--- src/rtl/reg_bank_8_pkg.sv ---
// Shared constants for the 8-entry register bank with a pending scoreboard.
package reg_bank_8_pkg;
   localparam int                  REG_ADDR_W = 3;
   localparam int                  REG_COUNT  = 8;
   localparam logic [REG_ADDR_W-1:0] ZERO_REG = 3'd0;
endpackage

--- src/rtl/reg_bank_read_port.sv ---
// One read port: 8:1 register select, optional same-cycle write forwarding,
// and an output register that only loads on an accepted read.
import reg_bank_8_pkg::*;

module reg_bank_read_port #(
   parameter int WIDTH  = 32,
   parameter bit BYPASS = 1'b0
) (
   input  logic                                clock,
   input  logic                                reset,
   input  logic                                load,
   input  logic [REG_ADDR_W-1:0]               addr,
   input  logic [REG_COUNT-1:0][WIDTH-1:0]     regs,
   input  logic                                byp_en,
   input  logic [REG_ADDR_W-1:0]               byp_addr,
   input  logic [WIDTH-1:0]                    byp_data,
   output logic [WIDTH-1:0]                    rd_data
);

   logic [WIDTH-1:0] sel_data;

   // Pick the stored value, or the in-flight write data when forwarding is built in.
   always_comb begin
      sel_data = regs[addr];
      if (BYPASS && byp_en && (byp_addr == addr)) begin
         sel_data = byp_data;
      end
   end

   // Output register holds its value until the next accepted read.
   always_ff @(posedge clock) begin
      if (reset) begin
         rd_data <= '0;
      end else if (load) begin
         rd_data <= sel_data;
      end
   end

endmodule

--- src/rtl/reg_bank_8.sv ---
// 8-entry register bank with a per-register pending scoreboard and two
// registered read ports that stall while a requested register is pending.
// Optional feature macro: REG_BANK_BYPASS_EN (forward same-cycle write data
// to an accepted read and let that write's pending clear lift the stall).
// Handshake: a read is accepted on a cycle with rd_req=1 and rd_stall=0;
// rd_valid pulses for exactly one cycle on the next cycle with the data.
import reg_bank_8_pkg::*;

module reg_bank_8 #(
   parameter int WIDTH       = 32,
   parameter int ZERO_REG_EN = 1
) (
   input  logic                  clock,
   input  logic                  reset,
   input  logic                  wr_en,
   input  logic [REG_ADDR_W-1:0] wr_addr,
   input  logic [WIDTH-1:0]      wr_data,
   input  logic                  rsv_en,
   input  logic [REG_ADDR_W-1:0] rsv_addr,
   input  logic                  rd_req,
   input  logic [REG_ADDR_W-1:0] rd_addr_a,
   input  logic [REG_ADDR_W-1:0] rd_addr_b,
   output logic [WIDTH-1:0]      rd_data_a,
   output logic [WIDTH-1:0]      rd_data_b,
   output logic                  rd_valid,
   output logic                  rd_stall,
   output logic [REG_COUNT-1:0]  pending
);

`ifdef REG_BANK_BYPASS_EN
   localparam bit BYPASS = 1'b1;
`else
   localparam bit BYPASS = 1'b0;
`endif

   logic [REG_COUNT-1:0][WIDTH-1:0] regs;
   logic [REG_COUNT-1:0]            pend_q;
   logic [REG_COUNT-1:0]            pend_nxt;
   logic [REG_COUNT-1:0]            pend_vis;
   logic                            wr_ok;
   logic                            rsv_ok;
   logic                            rd_accept;

   // Register 0 swallows writes and reserves when it is hard-wired to zero.
   assign wr_ok  = wr_en  && !((ZERO_REG_EN != 0) && (wr_addr  == ZERO_REG));
   assign rsv_ok = rsv_en && !((ZERO_REG_EN != 0) && (rsv_addr == ZERO_REG));

   // Register file storage.
   always_ff @(posedge clock) begin
      if (reset) begin
         regs <= '0;
      end else if (wr_ok) begin
         regs[wr_addr] <= wr_data;
      end
   end

   // Next scoreboard: a write clears its bit, a reserve sets its bit and wins a tie.
   always_comb begin
      pend_nxt = pend_q;
      if (wr_ok) begin
         pend_nxt[wr_addr] = 1'b0;
      end
      if (rsv_ok) begin
         pend_nxt[rsv_addr] = 1'b1;
      end
   end

   // Scoreboard register.
   always_ff @(posedge clock) begin
      if (reset) begin
         pend_q <= '0;
      end else begin
         pend_q <= pend_nxt;
      end
   end

   // Pending bits as seen by the stall check; with forwarding, a register being
   // written this cycle is already resolved.
   always_comb begin
      pend_vis = pend_q;
      if (BYPASS && wr_ok) begin
         pend_vis[wr_addr] = 1'b0;
      end
   end

   assign rd_stall  = rd_req && (pend_vis[rd_addr_a] || pend_vis[rd_addr_b]);
   assign rd_accept = rd_req && !rd_stall;
   assign pending   = pend_q;

   // One-cycle valid pulse per accepted read; reset suppresses it.
   always_ff @(posedge clock) begin
      if (reset) begin
         rd_valid <= 1'b0;
      end else begin
         rd_valid <= rd_accept;
      end
   end

   reg_bank_read_port #(.WIDTH(WIDTH), .BYPASS(BYPASS)) u_port_a (
      .clock    (clock),
      .reset    (reset),
      .load     (rd_accept),
      .addr     (rd_addr_a),
      .regs     (regs),
      .byp_en   (wr_ok),
      .byp_addr (wr_addr),
      .byp_data (wr_data),
      .rd_data  (rd_data_a)
   );

   reg_bank_read_port #(.WIDTH(WIDTH), .BYPASS(BYPASS)) u_port_b (
      .clock    (clock),
      .reset    (reset),
      .load     (rd_accept),
      .addr     (rd_addr_b),
      .regs     (regs),
      .byp_en   (wr_ok),
      .byp_addr (wr_addr),
      .byp_data (wr_data),
      .rd_data  (rd_data_b)
   );

endmodule
--- config.mk ---
export PLATFORM = sky130hd
export DESIGN_NAME = reg_bank_8
export DESIGN_NICKNAME = d
export VERILOG_FILES = /design/src/rtl/reg_bank_8_pkg.sv /design/src/rtl/reg_bank_read_port.sv /design/src/rtl/reg_bank_8.sv
export SDC_FILE = /design/constraint.sdc
export NUM_CORES = 1
export LEC_CHECK = 0
export BUFFER_PORTS_ARGS = -buffer_cell sky130_fd_sc_hd__buf_2
export CORE_UTILIZATION = 50
export DETAILED_ROUTE_END_ITERATION = 10
export GPL_TIMING_DRIVEN = 1
export MAX_ROUTING_LAYER = met4
export PLACE_DENSITY = 0.68
export SLEW_MARGIN = 10
export SYNTH_ARGS = -nofsm -noshare
export SYNTH_HDL_FRONTEND = slang
export SYNTH_SLANG_ARGS = --single-unit
--- constraint.sdc ---
create_clock -name clock -period 6.7 [get_ports clock]
set_input_delay 1.675 -clock clock [delete_from_list [all_inputs] [get_ports clock]]
set_output_delay 1.675 -clock clock [all_outputs]
set_load 0.005 [all_outputs]
==> results of run 1 <==
[sequential cells by signal (all words and copies together) (netlist names)]
name / cells
rd_valid: 1
u_port_b.rd_data: 32
regs: 256
pending: 8
u_port_a.rd_data: 32
[per-stage QoR]
step / utilization, % / area [sq um] / power (mW) / hold WS (ns) / cells
finish: 57.3 / 17500 / 4.27 / 0.465 / 2077
global placement: 53.5 / 16400 / 2.39 / 0.449 / 2011
detailed placement: 53.5 / 16400 / 2.40 / 0.456 / 2011
global route: 57.3 / 17500 / 4.42 / 0.476 / 2077
CTS: 57.2 / 17500 / 4.31 / 0.464 / 2073
floorplan: - / 15600 / 2.29 / 0.443 / 1598
[cell usage in the layout (no fill, tap or decap), types with 2 or more instances in the layout]
master     count
nor2_1        72
clkinv_2       7
a21oi_1      225
nor2_2         6
nor2b_1      103
nand3_1        3
nand2_2        2
nand4_1        2
clkbuf_8       3
mux4_2       132
a22oi_1        2
dfxtp_1      329
mux2i_1       66
diode_2        4
nand2b_1       3
buf_4         26
a32oi_1        4
clkbuf_1      10
nand2_1      451
clkbuf_16     39
mux2_1        15
mux2_4        49
buf_2        119
[critical path, cell delays in order]
cell and delay, ns:
buf_2 0.54, mux4_2 0.58, mux2i_1 0.29, a21boi_1 0.11, buf_2 0.14
[layout make-up]
class	count	area, sq um	area share [%]
Clock buffer	52	1050	6.02
Clock inverter	10	81.3	0.464
Sequential cell	329	6590	37.6
Multi-Input combinational cell	1139	8460	48.3
Antenna cell	4	10.0	0.0572
Timing Repair Buffer	147	826	4.72
Tap cell	396	495	2.83
[logic make-up after synthesis]
family / count (synthesis) / synth area share, %
and+or+nand+nor: 645 / 17.4
DFF: 329 / 42.3
muxes: 262 / 29.2
AOI/OAI and AO/OA: 232 / 7.61
buffers and inverters: 130 / 3.55
[path summary, 6_finish.rpt]
path                 from                    to  slack [ns]
max          rd_addr_b[2]              rd_stall        1.69
min             regs[231]             regs[231]        0.46
max reg2reg    pending[7]  u_port_b.rd_data[13]        4.56
min reg2reg     regs[231]             regs[231]        0.46
[metal layers]
metal	share of wire [%]	vias up	global-route usage, %
met1	41	5817	32.6
met5	0	-	-
met4	2.7	0	9.68
met2	50	441	44.2
li1	-	5622	-
met3	6.3	84	3.96
[power breakdown]
group / total, mW / switching, mW / internal, mW
registers: 2.01 / 0.0228 / 1.99
clock network: 1.92 / 0.788 / 1.13
logic: 0.339 / 0.211 / 0.128
==> results.yml, run 1 <==
run_status:
  status: "complete, no violations"
clocking:
  cts_tree: "yes"
  clkTransAtPathRegs_ns: 0.06
  ctsHoldBuffers: 0
  cts_buffer_depth: 3
  numClockSinks: 329
  cts_htree_levels: 2
  ctsResizeCount: 0
  ctsRootBufferMaster: "clkbuf_16"
  post_cts_buffers: 0
  cts_buffers: 37
  worstSkewPairLatency_ns: 0.52
synthesis:
  syn-mean-instance-area_sq_um: 9.74
  yosysWarnings: 0
  synth_seq_cells: 329
  synth-edff-count: 0
  ys_seq_area_share_pct: 42.3
  syn-cell-area_sq_mm: 0.0156
  synth_top_area_share_pct: 42.3
  synth_nets: 1647
  yosysMostFrequentCell: "nand2_1"
  synthFlopType: "dfxtp_1"
  yosys-top-cells-area: "dfxtp_1, mux4_2, nand2_1, a21oi_1, mux2_4"
  async_reset_ff_share_pct: 0
  synth.largest_area_cell: "dfxtp_1"
  synthDistinctLibCells: 21
  ys_top_cells_by_count: "nand2_1, dfxtp_1, a21oi_1, mux4_2, nor2b_1"
  syn_inst: 1598
pwr:
  peakVddDrop_mv: 0.135
  leakage_nw: 6.59
  p_per_area_mw_per_mm2: 244
detailed_routing:
  drc_errors: 0
  drt_iter0_markers: 1144
  wl_per_cell_um: 19.6
  wl_mm: 40.6
  first_pass_iters: 5
  vias: 12000
  vias_per_cell: 5.76
  drtAntennaViolNets: 0
critical_path:
  critical_path_required_ns: 5.03
  end_kind: "output pin"
  reg2regPathDepth: 5
  path_class: "in2out"
  critPathMaxFanout: 25
  arrival_ns: 3.34
  cp-start-kind: "input pin"
sta:
  worst_slew_pin_slew_ns: 1.05
  hold_viol: 0
  finalCriticalPeriod_ns: 5.01
  max_freq_mhz: 199
  fin_ws_ns: 1.69
  rsz0062_at_grt: "no"
  drv_slew: 0
  slew_headroom_pct: 30.2
  final-setup-viol-count: 0
  tns_ns: 0
  period_share_pct: 74.8
  worst_clock_skew_ns: 0.00846
cells_and_area:
  n_fill_cell: 2673
  final_layout_size_suffix_gt1_share_pct: 23.3
  syn_to_final_growth_pct: 12.6
  layout.nets: 1703
grt:
  track_usage_pct: 26.5
  grt_overflow_total: 0
  antenna_found_initial: 4
  grt_pass1_vias: 11700
  grt_max_degree: 143
  grt_pass1_wl_mm: 63.6
die:
  start_util_pct: 50.9
  std_cell_rows: 64
  die_y_um: 178
  pin_count: 123
  coreArea_sq_mm: 0.0306
  dieArea_sq_mm: 0.0318
  die_w_um: 178
min_path:
  whs_path_depth: 2
  hold_class: "reg2reg"
placement:
  dp_slack_ns: 1.69
  dp_hpwl_mm: 23.1
  finalWeightedCongestion: 0.766
  port_buffers: 122
job:
  drv_cap: 0
No activity file was read; power rests on OpenSTA's default activity.
==> run 2, diff against run 1 <==
- clock period: 6.7 -> 5 ns (I/O delays scaled with it)
==> results.yml, run 2 (synthesis results as in run 1) <==
sta:
  tns_ns: 0
  final-setup-viol-count: 0
  period_share_pct: 73.3
  finalCriticalPeriod_ns: 3.66
  worst_slew_pin_slew_ns: 1.13
  fin_ws_ns: 1.34
  hold_viol: 0
  hold-worst-slack_ns: 0.465
  drv_slew: 0
  max_freq_mhz: 273
  slew_headroom_pct: 24.6
  rsz0062_at_grt: "no"
  worst_clock_skew_ns: 0.0112
die:
  std_cell_rows: 64
  pin_count: 123
  die_w_um: 178
  dieArea_sq_mm: 0.0318
  die_y_um: 178
  start_util_pct: 50.9
  coreArea_sq_mm: 0.0306
detailed_routing:
  wl_mm: 42.6
  first_pass_iters: 5
  vias: 12100
  drtAntennaViolNets: 0
  drt_iter0_markers: 1177
  drc_errors: 0
  wl_per_cell_um: 20.6
  vias_per_cell: 5.86
grt:
  antenna_found_initial: 5
  grt_max_degree: 119
  grt_overflow_total: 0
  track_usage_pct: 27.9
  grt_pass1_vias: 11600
  grt_pass1_wl_mm: 65.7
min_path:
  whs_path_depth: 2
  hold_class: "reg2reg"
pwr:
  p_sw_mw: 1.36
  leakage_nw: 6.60
  pwr-share-comb_pct: 8.2
  p_int_mw: 4.33
  sequentialPowerShare_pct: 47.4
  power_mw: 5.69
  swShare_pct: 23.9
  peakVddDrop_mv: 0.189
  p_per_area_mw_per_mm2: 325
  power_frac_clock_pct: 44.4
clocking:
  cts_buffers: 35
  clkTransAtPathRegs_ns: 0.06
  post_cts_buffers: 0
  cts_buffer_depth: 3
  ctsHoldBuffers: 0
  cts_tree: "yes"
  cts_htree_levels: 2
  ctsRootBufferMaster: "clkbuf_16"
  worstSkewPairLatency_ns: 0.51
  numClockSinks: 329
  ctsResizeCount: 0
placement:
  port_buffers: 122
  placed_cell_area_sq_mm: 0.0164
  finalWeightedCongestion: 0.776
  dp_cells: 2011
  dp_slack_ns: 1.32
  dp_hpwl_mm: 23.0
run_status:
  status: "complete, no violations"
critical_path:
  cp-start-kind: "input pin"
  startpoint: "rd_addr_b[2]"
  reg2regPathDepth: 5
  timing.rr.start: "pending[7]"
  critical_path_required_ns: 3.75
  critPathCapture: "rd_stall"
  arrival_ns: 2.41
  critPathMaxFanout: 3
  reg2reg_slack_ns: 2.44
  path_class: "in2out"
  rr_endpoint: "u_port_b.rd_data[13]"
  end_kind: "output pin"
cells_and_area:
  syn_to_final_growth_pct: 12.7
  largest_reg_flops: 256
  top_regs: "regs (256), u_port_a.rd_data (32), u_port_b.rd_data (32)"
  top_register: "regs"
  design_area_sq_mm: 0.0175
  fin_cells: 2073
  layout.nets: 1701
  utilization_pct: 57.3
  final_layout_size_suffix_gt1_share_pct: 23.3
  final_common_cell: "nand2_1"
  final_cell_mix: "nand2_1, dfxtp_1, a21oi_1, mux4_2, buf_2"
job:
  drv_cap: 0
==> run 2: worst min-delay path by stage <==
stage,startpoint,to,slack [ns]
2_1_floorplan,regs[128],regs[128],0.44
3_3_place_gp,regs[67],regs[67],0.45
3_5_place_dp,regs[129],regs[129],0.46
4_1_cts,regs[129],regs[129],0.46
5_1_grt,regs[182],regs[182],0.48
6_report,regs[129],regs[129],0.46
==> run 2: per-layer routing <==
metal	GRT usage [%]	share of wire, %	up-vias
met4	9.11	2.8	0
li1	-	-	5623
met1	35.1	40	5959
met2	46.0	50	461
met5	-	0	-
met3	4.20	7.1	98
==> run 2: power by group through the flow <==
stage               logic (mW)  registers [mW]  clock network [mW]
floorplan                0.317            2.75                   0
global placement         0.460            2.75                   0
detailed placement       0.466            2.76                   0
CTS                      0.468            2.70                2.55
global route             0.500            2.70                2.66
finish                   0.468            2.70                2.53
==> run 2: cell type report <==
class                           count  area, sq um
Clock buffer                       53         1090
Multi-Input combinational cell   1139         8470
Clock inverter                      4         20.0
Fill cell                        2671        13000
Sequential cell                   329         6590
Timing Repair Buffer              147          876
Antenna cell                        5         12.5
Tap cell                          396          495
==> run 2: worst max-delay path, cell delays in order <==
cell,delay [ns]
buf_2,0.12
mux4_2,0.50
mux2i_1,0.29
a21boi_1,0.11
buf_2,0.14
